[src/rtl/exc_ctrl_pkg.sv]
// Shared constants and types for the exception/eret sequencer beside CP0.
package exc_ctrl_pkg;

  // Fetch address of the common exception handler.
  localparam logic [31:0] DEFAULT_HANDLER_PC = 32'h0000_4180;

  // Cause code for an interrupt; also what CP0 sees when no M-stage code applies.
  localparam logic [4:0]  EXCCODE_INT = 5'd0;

  // Redirect sequencer states. Each trap and each eret spends exactly one
  // cycle in its redirect state before returning to RUN.
  typedef enum logic [1:0] {
    RUN  = 2'd0,
    TRAP = 2'd1,
    ERET = 2'd2
  } state_t;

endpackage

[src/rtl/exc_ctrl_hwint_sync.sv]
// Multi-flop synchroniser for the asynchronous device interrupt lines.
module exc_ctrl_hwint_sync #(
  parameter int W      = 6,
  parameter int STAGES = 2
) (
  input  logic         clk,
  input  logic         reset,
  input  logic [W-1:0] raw,
  output logic [W-1:0] synced
);

  logic [STAGES-1:0][W-1:0] sync_q;

  // Shift the raw lines through STAGES flops; stage 0 is the metastability catcher.
  always_ff @(posedge clk) begin
    // NOTE: state is updated with non-blocking assignments so every flop
    // samples the value from before the edge, giving a true shift chain.
    if (reset) begin
      sync_q <= '0;
    end else begin
      sync_q <= {sync_q[STAGES-2:0], raw};
    end
  end

  assign synced = sync_q[STAGES-1];

endmodule

[src/rtl/exc_ctrl.sv]
// Exception/interrupt/eret sequencer at the M (commit) stage. Picks the victim
// PC for CP0, gates CP0 writes, synchronises HWInt and drives flush/redirect.
module exc_ctrl
  import exc_ctrl_pkg::*;
#(
  parameter logic [31:0] HANDLER_PC  = DEFAULT_HANDLER_PC,
  parameter int          SYNC_STAGES = 2
) (
  input  logic        clk,
  input  logic        reset,
  input  logic [5:0]  hwint_raw,
  input  logic        m_valid,
  input  logic [31:0] m_pc,
  input  logic        m_bd,
  input  logic [4:0]  m_exccode,
  input  logic        m_is_eret,
  input  logic        m_is_mtc0,
  input  logic        e_valid,
  input  logic [31:0] e_pc,
  input  logic        e_bd,
  input  logic [31:0] d_pc,
  input  logic [1:0]  cp0_request,
  input  logic [31:0] cp0_epc,
  output logic [5:0]  cp0_hwint,
  output logic [31:0] cp0_vpc,
  output logic        cp0_bd,
  output logic [4:0]  cp0_exccode,
  output logic        cp0_we,
  output logic        cp0_exlclr,
  output logic        flush_all,
  output logic        pc_redirect,
  output logic [31:0] redirect_pc
);

  state_t      state_q, state_d;
  logic [31:0] epc_q;
  logic [31:0] victim_pc;
  logic        victim_bd;
  logic        in_run;
  logic        any_request;

  exc_ctrl_hwint_sync #(
    .W      (6),
    .STAGES (SYNC_STAGES)
  ) u_hwint_sync (
    .clk    (clk),
    .reset  (reset),
    .raw    (hwint_raw),
    .synced (cp0_hwint)
  );

  assign in_run      = (state_q == RUN);
  assign any_request = |cp0_request;

  // Victim is the oldest real instruction: M, else E, else the D-stage PC.
  always_comb begin
    victim_pc = d_pc;
    victim_bd = 1'b0;
    if (m_valid) begin
      victim_pc = m_pc;
      victim_bd = m_bd;
    end else if (e_valid) begin
      victim_pc = e_pc;
      victim_bd = e_bd;
    end
  end

  // CP0 derives EPC = BD ? VPC : VPC-4, so pre-bias VPC to land EPC on the
  // branch PC for a delay-slot victim and on the victim PC otherwise.
  assign cp0_vpc     = victim_bd ? (victim_pc - 32'd4) : (victim_pc + 32'd4);
  assign cp0_bd      = victim_bd;
  assign cp0_exccode = (in_run && m_valid) ? m_exccode : EXCCODE_INT;
  // A trapping instruction must not commit its mtc0.
  assign cp0_we      = m_is_mtc0 & m_valid & in_run & ~any_request;

  // State register plus a copy of EPC taken one cycle behind CP0, so an mtc0
  // EPC immediately before eret is already visible when ERET redirects.
  always_ff @(posedge clk) begin
    if (reset) begin
      state_q <= RUN;
      epc_q   <= '0;
    end else begin
      state_q <= state_d;
      epc_q   <= cp0_epc;
    end
  end

  // Next-state and redirect outputs; requests beat eret, and are ignored
  // while already redirecting.
  always_comb begin
    // NOTE: every output gets a default before the case so no path leaves a
    // signal unassigned, which would otherwise infer a latch.
    state_d     = state_q;
    flush_all   = 1'b0;
    pc_redirect = 1'b0;
    redirect_pc = '0;
    cp0_exlclr  = 1'b0;
    case (state_q)
      RUN: begin
        if (any_request) begin
          state_d = TRAP;
        end else if (m_valid && m_is_eret) begin
          cp0_exlclr = 1'b1;
          state_d    = ERET;
        end
      end
      TRAP: begin
        flush_all   = 1'b1;
        pc_redirect = 1'b1;
        redirect_pc = HANDLER_PC;
        state_d     = RUN;
      end
      ERET: begin
        flush_all   = 1'b1;
        pc_redirect = 1'b1;
        redirect_pc = epc_q;
        state_d     = RUN;
      end
      default: state_d = RUN;
    endcase
  end

endmodule

[config.mk]
export PLATFORM = sky130hd
export DESIGN_NAME = exc_ctrl
export DESIGN_NICKNAME = d
export VERILOG_FILES = /design/src/rtl/exc_ctrl_pkg.sv /design/src/rtl/exc_ctrl_hwint_sync.sv /design/src/rtl/exc_ctrl.sv
export SDC_FILE = /design/constraint.sdc
export NUM_CORES = 1
export LEC_CHECK = 0
export ABC_AREA = 1
export CAP_MARGIN = 20
export CORE_UTILIZATION = 42
export DETAILED_ROUTE_END_ITERATION = 10
export HOLD_SLACK_MARGIN = 0.12
export MAX_ROUTING_LAYER = met4
export PLACE_DENSITY_LB_ADDON = 0.08
export SLEW_MARGIN = 20
export SYNTH_ARGS = -nofsm -noshare
export SYNTH_HDL_FRONTEND = slang
export SYNTH_HIERARCHICAL = 1
export SYNTH_SLANG_ARGS = --single-unit
[constraint.sdc]
create_clock -name clk -period 3.5 [get_ports clk]
set_clock_uncertainty 0.1 [all_clocks]
set_input_delay 0.525 -clock clk [delete_from_list [all_inputs] [get_ports clk]]
set_output_delay 0.525 -clock clk [all_outputs]
set_load 0.01 [all_outputs]
==> run_results.csv <==
group,metric,value,unit
cts,cts_tree,"yes",
critical_path,worst-endpoint-required,2.87,ns
sta,timing.final.crit_share,99.26,%
floorplan,dieWidth,107.6,um
synthesis,synth-main-ff-cell,"dfxtp_1",
cts,hold_buffers,0,
power_and_ir_drop,power_density,279.4,nW/um2
routing,route.detailed.drc,0,
floorplan,die-height,107.6,um
power_and_ir_drop,clockPowerShare,14.1,%
placement,place_ws,-0.8069,ns
synthesis,synth_cells,833,
routing,ant_nets,0,
synthesis,yosys_warnings,6,
cells_and_area,drive_above_1_share,22.05,%
routing,via_per_inst,4.799,
floorplan,initial_core_util,43.24,%
power_and_ir_drop,vdd_drop_max,0.3605,mV
power_and_ir_drop,p_switching,886.5,uW
critical_path,cp-startpoint,"e_pc[3]",
synthesis,avgSynthCellArea,5.627,um2
critical_path,end_kind,"output port",
power_and_ir_drop,total_power,2312,uW
cells_and_area,n_antenna_cell,0,
floorplan,placement_rows,38,
synthesis,synth_seq_cells,46,
routing,drt_first_pass_iters,5,
floorplan,die_area,11590,um2
cts,path_clk_slew,0.08,ns
critical_path,worstPathArrival,2.85,ns
power_and_ir_drop,p_int,1425,uW
floorplan,core_area,10840,um2
sta,setup_ws,0.02584,ns
synthesis,async_flop_share,0,%
synthesis,synth_top_cell_area_share,19.65,%
synthesis,synth_most_common_cell,"nand2_1",
global_route,antenna_found_initial,0,
critical_path,rr_startpoint,"state_q[1]",
cells_and_area,post-route-util,76.33,%
cells_and_area,fin_nets,1322,
critical_path,start_kind,"input port",
synthesis,synth_area,4687,um2
power_and_ir_drop,leakagePower,0.004117,uW
sta,setup_viol,0,
sta,hold_violations,0,
synthesis,synth_top_area_cell,"dfxtp_1",
sta,relSlewSlack,57.14,%
routing,routed_wl,17.01,mm
sta,clock.fmax,287.8,MHz
critical_path,critPathMaxFanout,5,
power_and_ir_drop,pwr-share-seq,24.1,%
placement,portBuffers,228,
synthesis,synth_edf_count,0,
placement,gp_congestion,0.9202,
power_and_ir_drop,switching_share,38.35,%
cts,clkLatencyLatePin,0.30,ns
synthesis,synth_common_cells,"nand2_1 (225), inv_1 (145), nor2_1 (119)",
flow_run,cap_violations,0,
routing,wl_per_cell,13.16,um
routing,vias,6200,
synthesis,synth-seq-area-share,19.65,%
global_route,grt_pass1_vias,5971,
cts,h-tree-depth,2,
worst_hold_path,min_path_type,"flop to flop",
synthesis,netlist_top_cells_area,"dfxtp_1 (20%), nand2_1 (18%), inv_1 (12%)",
cts,numCtsBuffers,5,
cts,clkSinkCount,46,
sta,timing.final.crit_period,3.474,ns
global_route,grtUsageTotal,29.60,%
worst_hold_path,hold_start,"u_hwint_sync/sync_q[2]",
power_and_ir_drop,combPwrFrac,61.8,%
critical_path,critical_path_class,"input port to output port",
global_route,grt_pass1_wl,26.42,mm
floorplan,ios,229,
synthesis,syn_nets,1004,
cts,clock-root-buffer,"clkbuf_8",
cts,clockBufferDepth,2,
placement,place.detailed.hpwl,13.14,mm
cells_and_area,area_delta_synth_final,76.54,%
synthesis,ys_types,38,
sta,final-max-slew-violation-count,0,
routing,drt_iter0_drc,340,
global_route,grt_max_degree,30,
status,status,"completed",
sta,worst_pin_slew,0.6409,ns
global_route,grt-ovfl-total,0,
==> kinds of logic (layout without fill, tap and decap cells) <==
kind of cell / after synthesis / count (layout) / share of synthesized area, %
buf+inv: 183 / 502 / 16.26
flops: 46 / 46 / 19.65
compound gates: 81 / 81 / 9.584
xor+xnor: 16 / 16 / 2.990
fa+ha+maj: 22 / 22 / 6.033
simple gates: 485 / 485 / 45.49
==> path summary, 6_finish.rpt <==
kind | end | slack (ns) | cells after the start
max | cp0_vpc[27] | 0.03 | 16
min reg2reg | u_hwint_sync/synced[2] | 0.30 | 2
min | u_hwint_sync/synced[2] | 0.30 | 2
max reg2reg | state_q[1] | 2.26 | 5
==> what timing repair did <==
item                                    in CTS  in global routing
endpoints found under the setup margin      27                 22
pin swaps                                   20                 13
gates cloned                                 4                  0
resized for setup                          138                 40
buffers inserted                            13                  4
==> routing by layer <==
metal  share of wire, %  global-route usage (%)  vias up
li1                   -                       -     3179
met1                 39                   30.66     2733
met2                 50                   53.85      238
met3                7.4                   5.145       50
met4                3.8                   14.48        0
met5                  0                       -        -
==> registers in the layout, summed over array words and instances (netlist names) <==
| register | flops |
|---|---|
| epc_q | 32 |
| state_q | 2 |
| u_hwint_sync/sync_q | 6 |
| u_hwint_sync/synced | 6 |
==> worst max-delay path: stages <==
cell and delay [ns]:
clkdlybuf4s50_1 0.42, o211ai_1 0.26, o21ai_2 0.10, buf_4 0.15
ha_4 0.25, nand2_2 0.05, nor2_2 0.12, nand3_2 0.09
o211ai_4 0.14, nand3_1 0.13, nand3_2 0.10, nand2_1 0.08
nand3_1 0.09, nand2_1 0.05, nand2_1 0.05, clkdlybuf4s15_2 0.23
==> final cells by class <==
| class | count | area (um2) |
|---|---|---|
| Inverter | 152 | 575.6 |
| Clock inverter | 1 | 5.005 |
| Timing Repair inverter | 1 | 7.507 |
| Tap cell | 140 | 175.2 |
| Timing Repair Buffer | 341 | 3182 |
| Clock buffer | 7 | 86.33 |
| Multi-Input combinational cell | 604 | 3322 |
| Fill cell | 888 | 2566 |
| Sequential cell | 46 | 920.9 |
==> power by group through the flow <==
| stage | logic (uW) | clock network, uW | registers [uW] |
|---|---|---|---|
| CTS | 1390 | 332 | 558 |
| detailed placement | 1320 | 0 | 570 |
| global placement | 1310 | 0 | 569 |
| finish | 1430 | 325 | 557 |
| global route | 1550 | 361 | 560 |
| floorplan | 630 | 0 | 568 |
==> cells in the final DEF, fill, tap and decap left out, types with 8 or more instances in the layout <==
cell,count
nand2_1,213
clkdlybuf4s50_1,198
inv_1,144
nor2_1,114
buf_4,99
nand3_1,62
dfxtp_1,46
a21oi_1,42
nand2_2,26
nand3_2,19
a21oi_2,15
or2_1,14
ha_1,13
nor2_2,12
xor2_1,9
buf_2,9
nor2_4,8
clkbuf_2,8
==> through the flow <==
step                instance area (um2)  hold WS (ns)  setup TNS (ns)  std cells
finish                             8274        0.3023               0       1292
detailed placement                 7701        0.2931          -17.47       1263
floorplan                          4687        0.2883               0        833
CTS                                8208        0.3034        -0.02690       1288
global route                       8274        0.3153         -0.3093       1292
global placement                   7701        0.2880          -15.79       1263
No activity file was read; power rests on OpenSTA's default activity.
